[config.mk]
export PLATFORM = sky130hd
export DESIGN_NAME = sd_widen_c
export DESIGN_NICKNAME = d
export VERILOG_FILES = /design/src/rtl/sd_widen_c_pkg.sv /design/src/rtl/sd_widen_c.sv
export SDC_FILE = /design/constraint.sdc
export NUM_CORES = 1
export LEC_CHECK = 0
export CORE_ASPECT_RATIO = 0.5
export CORE_MARGIN = 2
export CORE_UTILIZATION = 30
export CTS_CLUSTER_DIAMETER = 80
export CTS_CLUSTER_SIZE = 14
export DETAILED_ROUTE_END_ITERATION = 8
export HOLD_SLACK_MARGIN = 0.08
export MAX_ROUTING_LAYER = met4
export REMOVE_ABC_BUFFERS = 1
export SLEW_MARGIN = 15
export SYNTH_ARGS = -nofsm -noshare
export SYNTH_HDL_FRONTEND = slang
export SYNTH_SLANG_ARGS = --single-unit
[constraint.sdc]
create_clock -name clk -period 2.4 [get_ports clk]
set_input_delay 0.6 -clock clk [delete_from_list [all_inputs] [get_ports clk]]
set_output_delay 0.6 -clock clk [all_outputs]
set_load 0.02 [all_outputs]
[src/rtl/sd_widen_c_pkg.sv]
// Shared helpers for the srdy/drdy width converters (sd_widen_c, sd_narrow_c).
package sd_widen_c_pkg;

    // Lane index width: clog2 of the lane count, never narrower than one bit.
    function automatic int sd_lane_w(input int lanes);
        return (lanes < 2) ? 1 : $clog2(lanes);
    endfunction

    // Bit offset of a lane within a wide word whose lanes are lane_width bits.
    function automatic int sd_lane_lsb(input int lane, input int lane_width);
        return lane * lane_width;
    endfunction

endpackage

[src/rtl/sd_widen_c.sv]
// Narrow-to-wide srdy/drdy converter: packs `ratio` beats into one wide word
// with a contiguous lane-valid mask. c_last closes a word early.
module sd_widen_c
    import sd_widen_c_pkg::*;
#(
    parameter int width = 8,
    parameter int ratio = 4
) (
    input  logic                     clk,
    input  logic                     reset,
    input  logic                     c_srdy,
    output logic                     c_drdy,
    input  logic [width-1:0]         c_data,
    input  logic                     c_last,
    output logic                     p_srdy,
    input  logic                     p_drdy,
    output logic [width*ratio-1:0]   p_data,
    output logic [ratio-1:0]         p_valid,
    output logic                     p_last
);

    localparam int            lw       = sd_lane_w(ratio);
    localparam logic [lw-1:0] last_idx = lw'(ratio - 1);

    logic [lw-1:0]          idx;
    logic [width*ratio-1:0] acc;
    logic [ratio-1:0]       mask;
    logic [width*ratio-1:0] merged_data;
    logic [ratio-1:0]       merged_mask;
    logic                   c_xfer;
    logic                   completing;

    // Input is accepted whenever the output register is empty or draining,
    // so c_drdy never depends combinationally on the input side.
    assign c_drdy     = !p_srdy || p_drdy;
    assign c_xfer     = c_srdy && c_drdy;
    assign completing = (idx == last_idx) || c_last;

    // Accumulator contents with the incoming beat dropped into lane idx.
    always_comb begin
        // NOTE: every output of a combinational block gets a default first, so no path can infer a latch.
        merged_data = acc;
        merged_mask = mask;
        merged_data[sd_lane_lsb(int'(idx), width) +: width] = c_data;
        merged_mask[idx] = 1'b1;
    end

    // Accumulator: collect partial beats, clear on the completing beat.
    always_ff @(posedge clk or posedge reset) begin
        if (reset) begin
            // NOTE: accumulator data and mask are reset too, so a reset mid-packet leaves no stale lanes.
            idx  <= '0;
            acc  <= '0;
            mask <= '0;
        end else if (c_xfer) begin
            // NOTE: state uses non-blocking assignments so every register samples pre-edge values.
            if (completing) begin
                idx  <= '0;
                acc  <= '0;
                mask <= '0;
            end else begin
                idx  <= idx + lw'(1);
                acc  <= merged_data;
                mask <= merged_mask;
            end
        end
    end

    // Output register: load on a completing beat, otherwise empty on drain.
    always_ff @(posedge clk or posedge reset) begin
        if (reset) begin
            p_srdy  <= 1'b0;
            p_data  <= '0;
            p_valid <= '0;
            p_last  <= 1'b0;
        end else if (c_xfer && completing) begin
            p_srdy  <= 1'b1;
            p_data  <= merged_data;
            p_valid <= merged_mask;
            p_last  <= c_last;
        end else if (p_drdy) begin
            p_srdy  <= 1'b0;
        end
    end

    // Upstream must hold its payload while stalled.
    a_c_data_stable: assert property (@(posedge clk) disable iff (reset)
        (c_srdy && !c_drdy) |=> (!c_srdy || $stable(c_data)));

    // A presented word always has lanes filled contiguously from lane 0.
    a_p_valid_contig: assert property (@(posedge clk) disable iff (reset)
        p_srdy |-> ((({1'b0, p_valid} + (ratio + 1)'(1)) & {1'b0, p_valid}) == '0));

endmodule
=== After elaboration in Yosys (flattened, before gate mapping) ===
Cells that the tools add are included.

* Output and inout port bits: 39
* Word-level logic and storage cells: 30
* Register bits after elaboration: 76

* Order comparisons: 2
* Eq/ne operators: 1
* Add/subtract/negate cells: 2
* Reductions and logical operators: 7
* Bitwise logic cells: 1
* Shift-type cells: 2
* Mux-type cells: 8

{| class="wikitable"
|+ Operator list
! operator !! count
|-
| negator 5 -> 33 bit || 1
|-
| variable shift 8 x 33 -> 32 bit (first input constant) || 1
|-
| variable part select 8 x 33 -> 32 bit || 1
|-
| bitwise mux 32 bit || 1
|-
| two-way mux 32 bit || 1
|-
| two-way mux 4 bit || 1
|-
| OR 4 bit || 1
|-
| logical AND 1 bit || 3
|-
| < comparator 2 x 3 -> 1 bit (second input constant) || 1
|-
| two-way mux 1 bit || 3
|-
| adder 2 x 1 -> 2 bit (second input constant) || 1
|-
| demux 1 bit (select 2 bit) || 1
|-
| equality test 2 bit (second input constant) || 1
|-
| >= comparator 2 x 1 -> 1 bit (second input constant) || 1
|-
| logical OR 1 bit || 2
|-
| two-way mux 2 bit || 1
|-
| nonzero test 2 bit || 1
|-
| logical NOT 1 bit || 1
|}

=== Longest topological paths before layout ===
* Depth in word-level cells: 6
* Mapped depth: 7

=== Worst setup path before layout ===
No wires, ideal clock.

* Path type: register to register
* Start point: reg idx[0]
* End point: reg p_data[24]
* Required time: 2.274 ns
* Cell stages (with the launch flop): 7
* Path slack: 0.246 ns
* Setup time: 0.126 ns
* Clock period less this slack: 2.154 ns
* Arrival: 2.028 ns
* Path buffers: 1
* Path through: dfrtp_1 clkinv_1 ha_1 and4bb_4 buf_6 and3b_1 o32a_1

* Longest elaborated chain between the ends: 3
* Elaborated cells on any way between the ends: 7
* Those cells by class: add/sub: 1; eq/ne: 1; shift: 2; mux: 1; reduce/logical: 2

{| class="wikitable"
|+ Ends and longest elaborated chain
! what !! RTL line !! text
|-
| start, declared || sd_widen_c.sv:25 || <nowiki>logic [lw-1:0] idx;</nowiki>
|-
| start signal, assigned || sd_widen_c.sv:62 || <nowiki>idx <= idx + lw'(1);</nowiki>
|-
| negator 5 -> 33 bit / equality test 2 bit (equally long branches) || sd_widen_c.sv:44, sd_widen_c.sv:37 ||
|-
| variable part select 8 x 33 -> 32 bit, or another cell as far along || sd_widen_c.sv:44 || <nowiki>merged_data[sd_lane_lsb(int'(idx), width) +: width] = c_data;</nowiki>
|-
| bitwise mux 32 bit / logical AND 1 bit (equally long branches) || sd_widen_c.sv:44, sd_widen_c.sv:76 ||
|-
| end signal, assigned || sd_widen_c.sv:78 || <nowiki>p_data <= merged_data;</nowiki>
|-
| end, declared || sd_widen_c.sv:17 || <nowiki>output logic [width*ratio-1:0] p_data,</nowiki>
|}

Parallel ways exist; a longest one is shown, timed or not.
A chain may end at the register's enable or synchronous reset.

=== Final worst setup path ===
* Start point: in p_drdy
* End point: out c_drdy

* Longest elaborated chain between the ends: 1

{| class="wikitable"
|+ Ends and longest elaborated chain
! what !! RTL line !! text
|-
| start, declared || sd_widen_c.sv:16 || <nowiki>input logic p_drdy,</nowiki>
|-
| logical OR 1 bit || sd_widen_c.sv:35 || <nowiki>assign c_drdy = !p_srdy || p_drdy;</nowiki>
|-
| end, declared || sd_widen_c.sv:12 || <nowiki>output logic c_drdy,</nowiki>
|}

No other way between the ends.

==> metrics.txt <==
placer congestion estimate=between 0.7 and 0.8; CTS tree=yes; Final ANT Viol Nets=0; Worst Path Max Fanout=4; commonest non-fill, non-tap cell in the layout=dfrtp_1; Die Width=between 150 and 200 um; fill cell count=1,137; RSZ-0062 raised after global routing=no; Main synth FF type=dfrtp_1; FF+latch area=between 0.0015 and 0.002 mm^2; row cnt=28; Final #Nets=about 390; CP startpoint kind=input port; Via Count=~2.9k; placed cells=approximately 520; met2 usage=0.225; Final Instance Area=0.00459 mm^2; Least-Margin Pin Slew=roughly 0.52 ns; Ant. Diodes=0; clock sinks=76; sequential cell area fraction in the yosys report=0.532; area growth from synthesis to layout=28.6%; ys async rst share=1.00; Cell Pwr Density=between 900 and 1000 mW/mm^2; most frequent cells in the layout=dfrtp_1, clkdlybuf4s50_1, a21oi_1; Total Power=about 4.3 mW; initial antenna violation count=0; crit path time final=about 2.3 ns; Hold/Removal Path Class=reg2reg; cell accounting for the most synthesized area=dfrtp_1; Ys Warns=0; H-Tree Level Count=3; Slew HR=0.654; clk slew on worst S/H paths=0.05 ns; number of synthesized flops with an enable pin=0; Final Skew=roughly 0.005 ns; placed cell area=~0.0043 mm^2; Netlist cell types=38; 1st-iter DRT viols=around 320; #FFs+latches synth=between 70 and 80; layout cells sized above 1=0.134; core area=about 0.012 mm^2; critical path endpoint category=primary output; Synth Instances=~320; die height=81.2 um; maximum clock frequency=roughly 440 MHz; max-cap violations=0; non-filler cells, final=roughly 540; drt first pass iters=5; DRC viols=0; global-route wire length before repair=around 15,000 um; cell leakage power=1.90 nW; met3 Use GR=0.0390; vias in the first global route=2,673; Core Util, Final=0.393; die area=0.0128 mm^2; Initial Util=0.305; CTS Buf Count=9; endpoints failing hold=0; Root Buffer=clkbuf_16; Slew Limit Fails=0; Setup Buffers After CTS=0; Final setup viols=0; vias per cell=about 5.3; wire length per cell=between 15 and 20 um; worst path arrival time=about 1.7 ns; num ports=52; # port buffers=between 50 and 60; met1 usage=0.221; total routed wirelength=slightly above 9000 um; Post-Syn Area=0.00357 mm^2; area of the multi-input gates=roughly 0.0014 mm^2; Worst EP required=between 1.5 and 2 ns; outcome=finished clean; syn_area_per_cell=about 11 um^2; worst setup path class=in2out; Max VDD drop=0.347 mV; most area-consuming cells after synthesis=dfrtp_1, a31oi_1, a32o_1; area share of the largest cell type after synthesis=0.532; fin crit share=0.943; largest net degree at the start of global routing=77; worst skew pair latency=0.34 ns; Tot GR Track Use=0.158; total grt overflow=0; most used routing layer=met2; TNS Setup=0 ns; HPWL after DPL=approximately 6000 um; Clock Tree Buf Depth=2
-- layout make-up --
| class | count | area share |
|---|---|---|
| Sequential cell | 76 | 0.414 |
| Timing Repair Buffer | 72 | 0.153 |
| Clock buffer | 12 | 0.0558 |
| Tap cell | 165 | 0.0449 |
| Multi-Input combinational cell | 196 | 0.312 |
| Inverter | 12 | 0.00981 |
| Clock inverter | 4 | 0.0104 |
-- worst max-delay path: stages --
cell             delay, ns
clkdlybuf4s50_1       0.40
nor2b_1               0.12
buf_4                 0.17
inv_2                 0.05
dlygate4sd2_1         0.32
-- final timing paths --
| path | start | slack (ns) | depth (start not counted) | end |
|---|---|---|---|---|
| max reg2reg | idx[1]$_DFFE_PP0P_ | 0.43 | 5 | acc[4]$_DFFE_PP0P_ |
| min | acc[26]$_DFFE_PP0P_ | 0.49 | 1 | acc[26]$_DFFE_PP0P_ |
| max | p_drdy | 0.14 | 5 | c_drdy |
| max in group asynchronous | reset | 1.41 | 3 | acc[21]$_DFFE_PP0P_ |
| min in group asynchronous | reset | 0.66 | 3 | mask[0]$_DFFE_PP0P_ |
| min reg2reg | acc[26]$_DFFE_PP0P_ | 0.49 | 1 | acc[26]$_DFFE_PP0P_ |
-- per-stage QoR --
stage          hold slack, ns  setup WS (ns)
2_1_floorplan           0.455         -0.657
3_3_place_gp            0.468         -0.134
6_report                0.488          0.137
4_1_cts                 0.491          0.131
3_5_place_dp            0.477         -0.168
5_1_grt                 0.505         0.0847
-- Yosys cell counts (3+ instances only) --
| master | count |
|---|---|
| buf_2 | 8 |
| inv_1 | 10 |
| buf_1 | 4 |
| a21oi_1 | 39 |
| dfrtp_1 | 76 |
| clkbuf_1 | 8 |
| a32o_1 | 22 |
| buf_4 | 3 |
| and3b_1 | 5 |
| ha_1 | 8 |
| o211ai_2 | 4 |
| nand3_1 | 5 |
| a31oi_1 | 36 |
| o21ai_0 | 7 |
| buf_6 | 6 |
| nor2_1 | 8 |
| a22o_1 | 9 |
| a32oi_1 | 13 |
| o2bb2ai_1 | 3 |
| nor2b_1 | 12 |
| nand2_1 | 5 |
| o32a_1 | 5 |
-- sequential cells by signal (all words and copies together), names as in the netlist --
name / flops
p_srdy: 1
acc: 32
mask: 4
p_last: 1
p_data: 32
idx: 2
p_valid: 4
-- layer usage --
metal,up-vias,share of wire
met5,-,0
met4,0,0.013
met3,13,0.054
met2,72,0.44
met1,1443,0.49
li1,1329,-
-- logic make-up (layout without fill, tap and decap cells) --
family	after synthesis	after routing	synth area share
simple gates	49	49	0.0904
buf+inv	44	100	0.0683
fa+ha+maj	8	8	0.0280
compound gates	139	139	0.281
flops	76	76	0.532
-- what timing repair did --
| action | in CTS | in global routing |
|---|---|---|
| hold buffers | 0 | 0 |
| gates resized for setup | 1 | 0 |
| endpoints found under the setup margin | 1 | 0 |
-- power breakdown --
| part | switching [mW] | internal (mW) |
|---|---|---|
| registers | 0.117 | 1.49 |
| clock network | 0.517 | 0.858 |
| logic | 0.723 | 0.569 |
(Power assumes the default switching activity.)
==> RTL edit 1: new RTL, config.mk and constraints unchanged <==
The parameter `ratio` goes from 4 to 5.
--- a/src/rtl/sd_widen_c.sv
+++ b/src/rtl/sd_widen_c.sv
@@ -4,7 +4,7 @@
     import sd_widen_c_pkg::*;
 #(
     parameter int width = 8,
-    parameter int ratio = 4
+    parameter int ratio = 5
 ) (
     input  logic                     clk,
     input  logic                     reset,
Ports: changed (resized p_data and p_valid); port bits go from 52 to 61. The function was not compared with the original's and may differ.
==> RTL edit 1 against the unedited design <==
  * Count of clock-buffer cells in the layout unchanged
  * Sequential cell count up 19
  * Worst hold slack worse by 11 ps
  * Final area up 15%
  * Sequential share of layout area up 3.4 points
  * Setup slack better by 50 ps
  * Routed wire length up 7.6%
  * Die area up 15%
  * Power up 10%
  * First-iteration DRC count down 19%
  * Area after synthesis up 15%
  * Fmax up 2.3%
  * Critical endpoint is now p_data[32]$_DFFE_PP0P_
  * Largest cell class unchanged
==> RTL edit 1: results (changes against the unedited design) <==
Outcome:
- Run status: complete, no violations (unchanged).

Placed design:
- The standard cell area after detailed placement is 0.004992 mm² (was 0.004290 mm²).
- The cell total after placement was 603 (was 521).
- The worst slack after detailed placement is 31.53 ps (was -168.3 ps).
- The half-perimeter wire length after placement is 7054 µm (was 6103 µm).
- The port buffer count was 60 (was 51).
- The routability congestion estimate from global placement is 0.8027 (was 0.7996).

Worst setup path:
- The biggest fanout along the worst timing path is 8 (was 4).
- The logic depth of the worst register-to-register path was 7 (was 5).
- The arrival time at the worst endpoint came to 2440 ps (was 1660 ps).
- The start point of the critical path is idx[0]$_DFFE_PP0P_ (was p_drdy).

Detailed routing:
- The amount of wire on met2 after detailed routing was 4560 µm (was 4138 µm).
- The wire length the detailed router placed on met1 was 5039 µm (was 4583 µm).
- The via count is 3021 (was 2857).
- The number of detailed-route iterations in the first pass was 4 (was 5).
- The total wire length is 10060 µm (was 9354 µm).
- The uppermost layer routed is met4 (unchanged).
- The number of DRC violations after detailed-routing iteration 0 is 260 (was 322).
- The wire length on met3 is 369 µm (was 507 µm).

Clock tree:
- The root buffer cell is clkbuf_16 (unchanged).
- The clock-pin transition on the worst setup and hold timing paths is 70 ps (was 50 ps).
- The post-CTS resize count is 0 (was 1).

Global routing:
- The wire length of the first global-routing pass is 16540 µm (was 14930 µm).
- The total routing resource utilization after global routing is 15.15% (was 15.78%).
- The pin count of the biggest net entering global routing came to 44 (was 77).

Yosys:
- The part of the Yosys area used for sequential elements is 57.66% (was 53.24%).
- Cell types occupying the most area after synthesis: dfrtp_1 (58%), o2bb2ai_1 (6.8%), nand2_1 (5.5%), o21ai_0 (4.0%), mux2i_1 (3.9%) (was dfrtp_1 (53%), a31oi_1 (6.3%), a32o_1 (6.2%), a21oi_1 (5.5%), a32oi_1 (3.2%)).
- Synth cell count leaders: dfrtp_1 (95), nand2_1 (60), o21ai_0 (33) (was dfrtp_1 (76), a21oi_1 (39), a31oi_1 (36)).
- The synthesized area per cell is 11.05 µm² (was 11.30 µm²).
- The number of distinct library cells after synthesis is 40 (was 38).

Final layout:
- The number of cells in the finished layout apart from fillers came to 619 (was 537).
- Top flop regs: acc: 40 flops, p_data: 40 flops (was acc: 32 flops, p_data: 32 flops).
- The proportion of layout cells with a drive suffix above 1 came to 10.38% (was 13.44%).
- The filler cell count in the final layout is 1296 (was 1137).
- The final layout net count was 456 (was 388).

Hold path:
- The type of the tightest min-delay check is flop to flop (unchanged).
- The critical hold path startpoint is p_valid[1]$_DFFE_PP0P_ (was acc[26]$_DFFE_PP0P_).
- The worst hold path depth is 2 (was 1).

Timing:
- The worst slew margin relative to its limit was 68.01% (was 65.36%).
- The setup skew after layout is 7.048 ps (was 4.885 ps).

Pwr:
- The standby leakage power came to 2.293 nW (was 1.896 nW).
- The maximum resistive drop on vdd is 359.2 µV (was 347.2 µV).
[RTL edit 1: per-stage QoR]
step                setup TNS [ps]  utilization [%]
finish                           0            39.37
global route                     0            39.37
CTS                              0            39.35
detailed placement               0            37.05
global placement                 0            37.05
floorplan                  -101300                -
[RTL edit 1: area by class of cell]
type                       count  share of cell area (%)
clock buffer                  12                   4.835
clock inverter                 4                   1.014
inverter                      12                  0.8726
multi-input combinational    242                   29.69
sequential                    95                   44.81
tap                          176                   4.151
timing repair buffer          78                   14.62
[RTL edit 1: routing by layer]
layer | vias up | global-route usage, %
met2 | 56 | 22.23
li1 | 1473 | -
met1 | 1486 | 20.82
met3 | 6 | 3.726
met4 | 0 | 4.662
met5 | - | -
[RTL edit 1: cells by family after synthesis]
group,count (synthesis),synth area share (%)
compound gates,125,21.03
simple gates,96,11.65
flops,95,57.66
buf+inv,36,4.249
mux,16,3.885
fa+ha+maj,5,1.517
[RTL edit 1: power breakdown]
group	internal, mW	switching (mW)
Clock	0.867	0.609
Sequential	1.83	0.126
Combinational	0.571	0.717
Total	3.26	1.45
[RTL edit 1: critical path, stage by stage (launching register included)]
cell and delay [ps]:
dfrtp_1 340, inv_1 80, ha_1 250, ha_1 350, nand2b_2 130, or4_1 690, nand2_1 180, a2bb2oi_1 80
[RTL edit 1: worst paths after layout]
check	end	slack (ps)
setup / recovery	p_data[32]$_DFFE_PP0P_	190
hold / removal	p_valid[1]$_DFFE_PP0P_	480
setup reg to reg	p_data[32]$_DFFE_PP0P_	190
hold reg to reg	p_valid[1]$_DFFE_PP0P_	480
max in group asynchronous	p_data[17]$_DFFE_PP0P_	1340
min in group asynchronous	p_data[30]$_DFFE_PP0P_	530
==> RTL edit 2: new RTL, config.mk and constraints unchanged <==
Made on the original files. Reset style: synchronous (`reset`), changed in 2 clocked blocks.
--- a/src/rtl/sd_widen_c.sv
+++ b/src/rtl/sd_widen_c.sv
@@ -46,7 +46,7 @@
     end
 
     // Accumulator: collect partial beats, clear on the completing beat.
-    always_ff @(posedge clk or posedge reset) begin
+    always_ff @(posedge clk) begin
         if (reset) begin
             // NOTE: accumulator data and mask are reset too, so a reset mid-packet leaves no stale lanes.
             idx  <= '0;
@@ -67,7 +67,7 @@
     end
 
     // Output register: load on a completing beat, otherwise empty on drain.
-    always_ff @(posedge clk or posedge reset) begin
+    always_ff @(posedge clk) begin
         if (reset) begin
             p_srdy  <= 1'b0;
             p_data  <= '0;
Formal check against the unedited RTL: differs if reset is asserted again (counterexample within 4 cycles, from zero or initial values and one cycle with reset high); with reset held inactive, the same outputs for 4 cycles.
==> RTL edit 2 against the unedited design <==
  * Area after synthesis decreased by 12%
  * Count of clock-buffer cells in the layout unchanged
  * Sequential cell count unchanged
  * Setup slack improved by 280 ps
  * Non-clock buffer count decreased by 6
  * Final area decreased by 9.3%
  * Critical path depth decreased by 2
  * Routed wire length decreased by 18%
  * Sequential share of layout area decreased by 4.9 points
  * Register-to-register slack about the same
  * Critical path type unchanged
Power is not compared: it rests on default switching activity, and its combinational part moved more than twofold at a synthesized area within 25%.
==> RTL edit 2: results (changes against the unedited design) <==
Placed design:
- The cell total after placement is 489 (was 521).
- The routability congestion estimate from global placement was 0.7742 (was 0.7996).
- The worst slack after detailed placement is 35.78 ps (was -168.3 ps).
- The standard cell area after detailed placement came to 0.003814 mm² (was 0.004290 mm²).
- The half-perimeter wire length after placement is 5278 µm (was 6103 µm).

Clock tree:
- The total clock buffers created by CTS is 9 (unchanged).
- The root buffer cell is clkbuf_16 (unchanged).
- The post-CTS resize count came to 0 (was 1).

Final layout:
- The final layout net count was 381 (was 388).
- The proportion of layout cells with a drive suffix above 1 is 12.60% (was 13.44%).

Detailed routing:
- The total wire length is 7666 µm (was 9354 µm).
- The number of DRC violations after detailed-routing iteration 0 is 137 (was 322).
- The via count came to 2461 (was 2857).
- The number of vias per cell after detailed routing is 4.873 (was 5.320).

Pwr:
- The analysis attributes to net switching a power of 696.9 µW.
- Across the VDD grid, the largest voltage drop is around 340 µV.
- The analysis attributes to cell leakage a power of 1.464 nW.

Yosys:
- The part of the Yosys area used for sequential elements is 48.39% (was 53.24%).
- Cell types occupying the most area after synthesis: dfxtp_1 (48%), o2bb2ai_1 (11%), a22o_1 (5.0%), a21oi_1 (4.8%), ha_1 (3.2%) (was dfrtp_1 (53%), a31oi_1 (6.3%), a32o_1 (6.2%), a21oi_1 (5.5%), a32oi_1 (3.2%)).
- The number of distinct library cells after synthesis is 42 (was 38).
- Synth cell count leaders: dfxtp_1 (76), o2bb2ai_1 (40), a21oi_1 (30) (was dfrtp_1 (76), a21oi_1 (39), a31oi_1 (36)).
- The synthesized area per cell is 10.28 µm² (was 11.30 µm²).
- The async set-reset flop share out of synthesis was 0% (was 100.0%).
- The predominant post-synthesis flop cell was dfxtp_1 (was dfrtp_1).

Hold path:
- The critical hold path startpoint is p_data[30]$_SDFFE_PP0P_ (was acc[26]$_DFFE_PP0P_).

Worst setup path:
- The biggest fanout along the worst timing path is 2 (was 4).
- The startpoint of the worst register-to-register path is idx[1]$_SDFFE_PP0P_ (was idx[1]$_DFFE_PP0P_).
- The arrival time at the worst endpoint came to 1380 ps (was 1660 ps).
- The largest incremental delay on the critical path is 450 ps (was 400 ps).

Global routing:
- The wire length of the first global-routing pass is 12390 µm (was 14930 µm).
- The total routing resource utilization after global routing came to 14.39% (was 15.78%).
- The pin count of the biggest net entering global routing came to 20 (was 77).
- The via count of the first global-routing pass came to 2332 (was 2673).

Outcome:
- Run status: complete, no violations (unchanged).

Timing:
- The worst slew margin relative to its limit is 66.02% (was 65.36%).
- The setup skew after layout was 3.457 ps (was 4.885 ps).
-- RTL edit 2: routing by layer --
| layer | vias to the layer above | track usage (%) | part of all wire (%) |
|---|---|---|---|
| met5 | - | - | 0 |
| met4 | 0 | 3.524 | 0.97 |
| met3 | 11 | 3.892 | 4.1 |
| met2 | 37 | 20.60 | 43 |
| met1 | 1169 | 20.11 | 52 |
| li1 | 1244 | - | - |
-- RTL edit 2: cells by family (layout without fill, tap and decap cells) --
family | count (synthesis) | in the layout | synth area share (%)
fa+ha+maj | 8 | 8 | 3.184
buf+inv | 31 | 90 | 5.849
flops | 76 | 76 | 48.39
simple gates | 78 | 78 | 14.60
compound gates | 112 | 112 | 27.70
xor+xnor | 1 | 1 | 0.2786
-- RTL edit 2: layout make-up --
cell class | instances | area [µm²]
fillers | 1019 | 6047
multi-input cells | 199 | 1439
well taps | 140 | 175.2
clock buffers | 12 | 256.5
repair buffers | 66 | 650.6
inverters | 8 | 30.03
flip-flops and latches | 76 | 1521
clock inverters | 4 | 95.09
-- RTL edit 2: path summary, 6_finish.rpt --
path                                                 to  cells after the start  slack (ps)
worst min-delay path            p_data[30]$_SDFFE_PP0P_                      1         450
worst max register to register     acc[12]$_SDFFE_PP0P_                      6         430
worst max-delay path                             c_drdy                      3         420
worst min register to register  p_data[30]$_SDFFE_PP0P_                      1         450
-- RTL edit 2: power by group through the flow --
stage | clock network (mW) | registers (mW) | logic [mW]
after global routing | 1.66 | 1.30 | 0.315
after floorplan | 0 | 1.34 | 0.134
final | 1.58 | 1.29 | 0.292
after CTS | 1.60 | 1.29 | 0.293
after global placement | 0 | 1.32 | 0.291
after detailed placement | 0 | 1.32 | 0.291
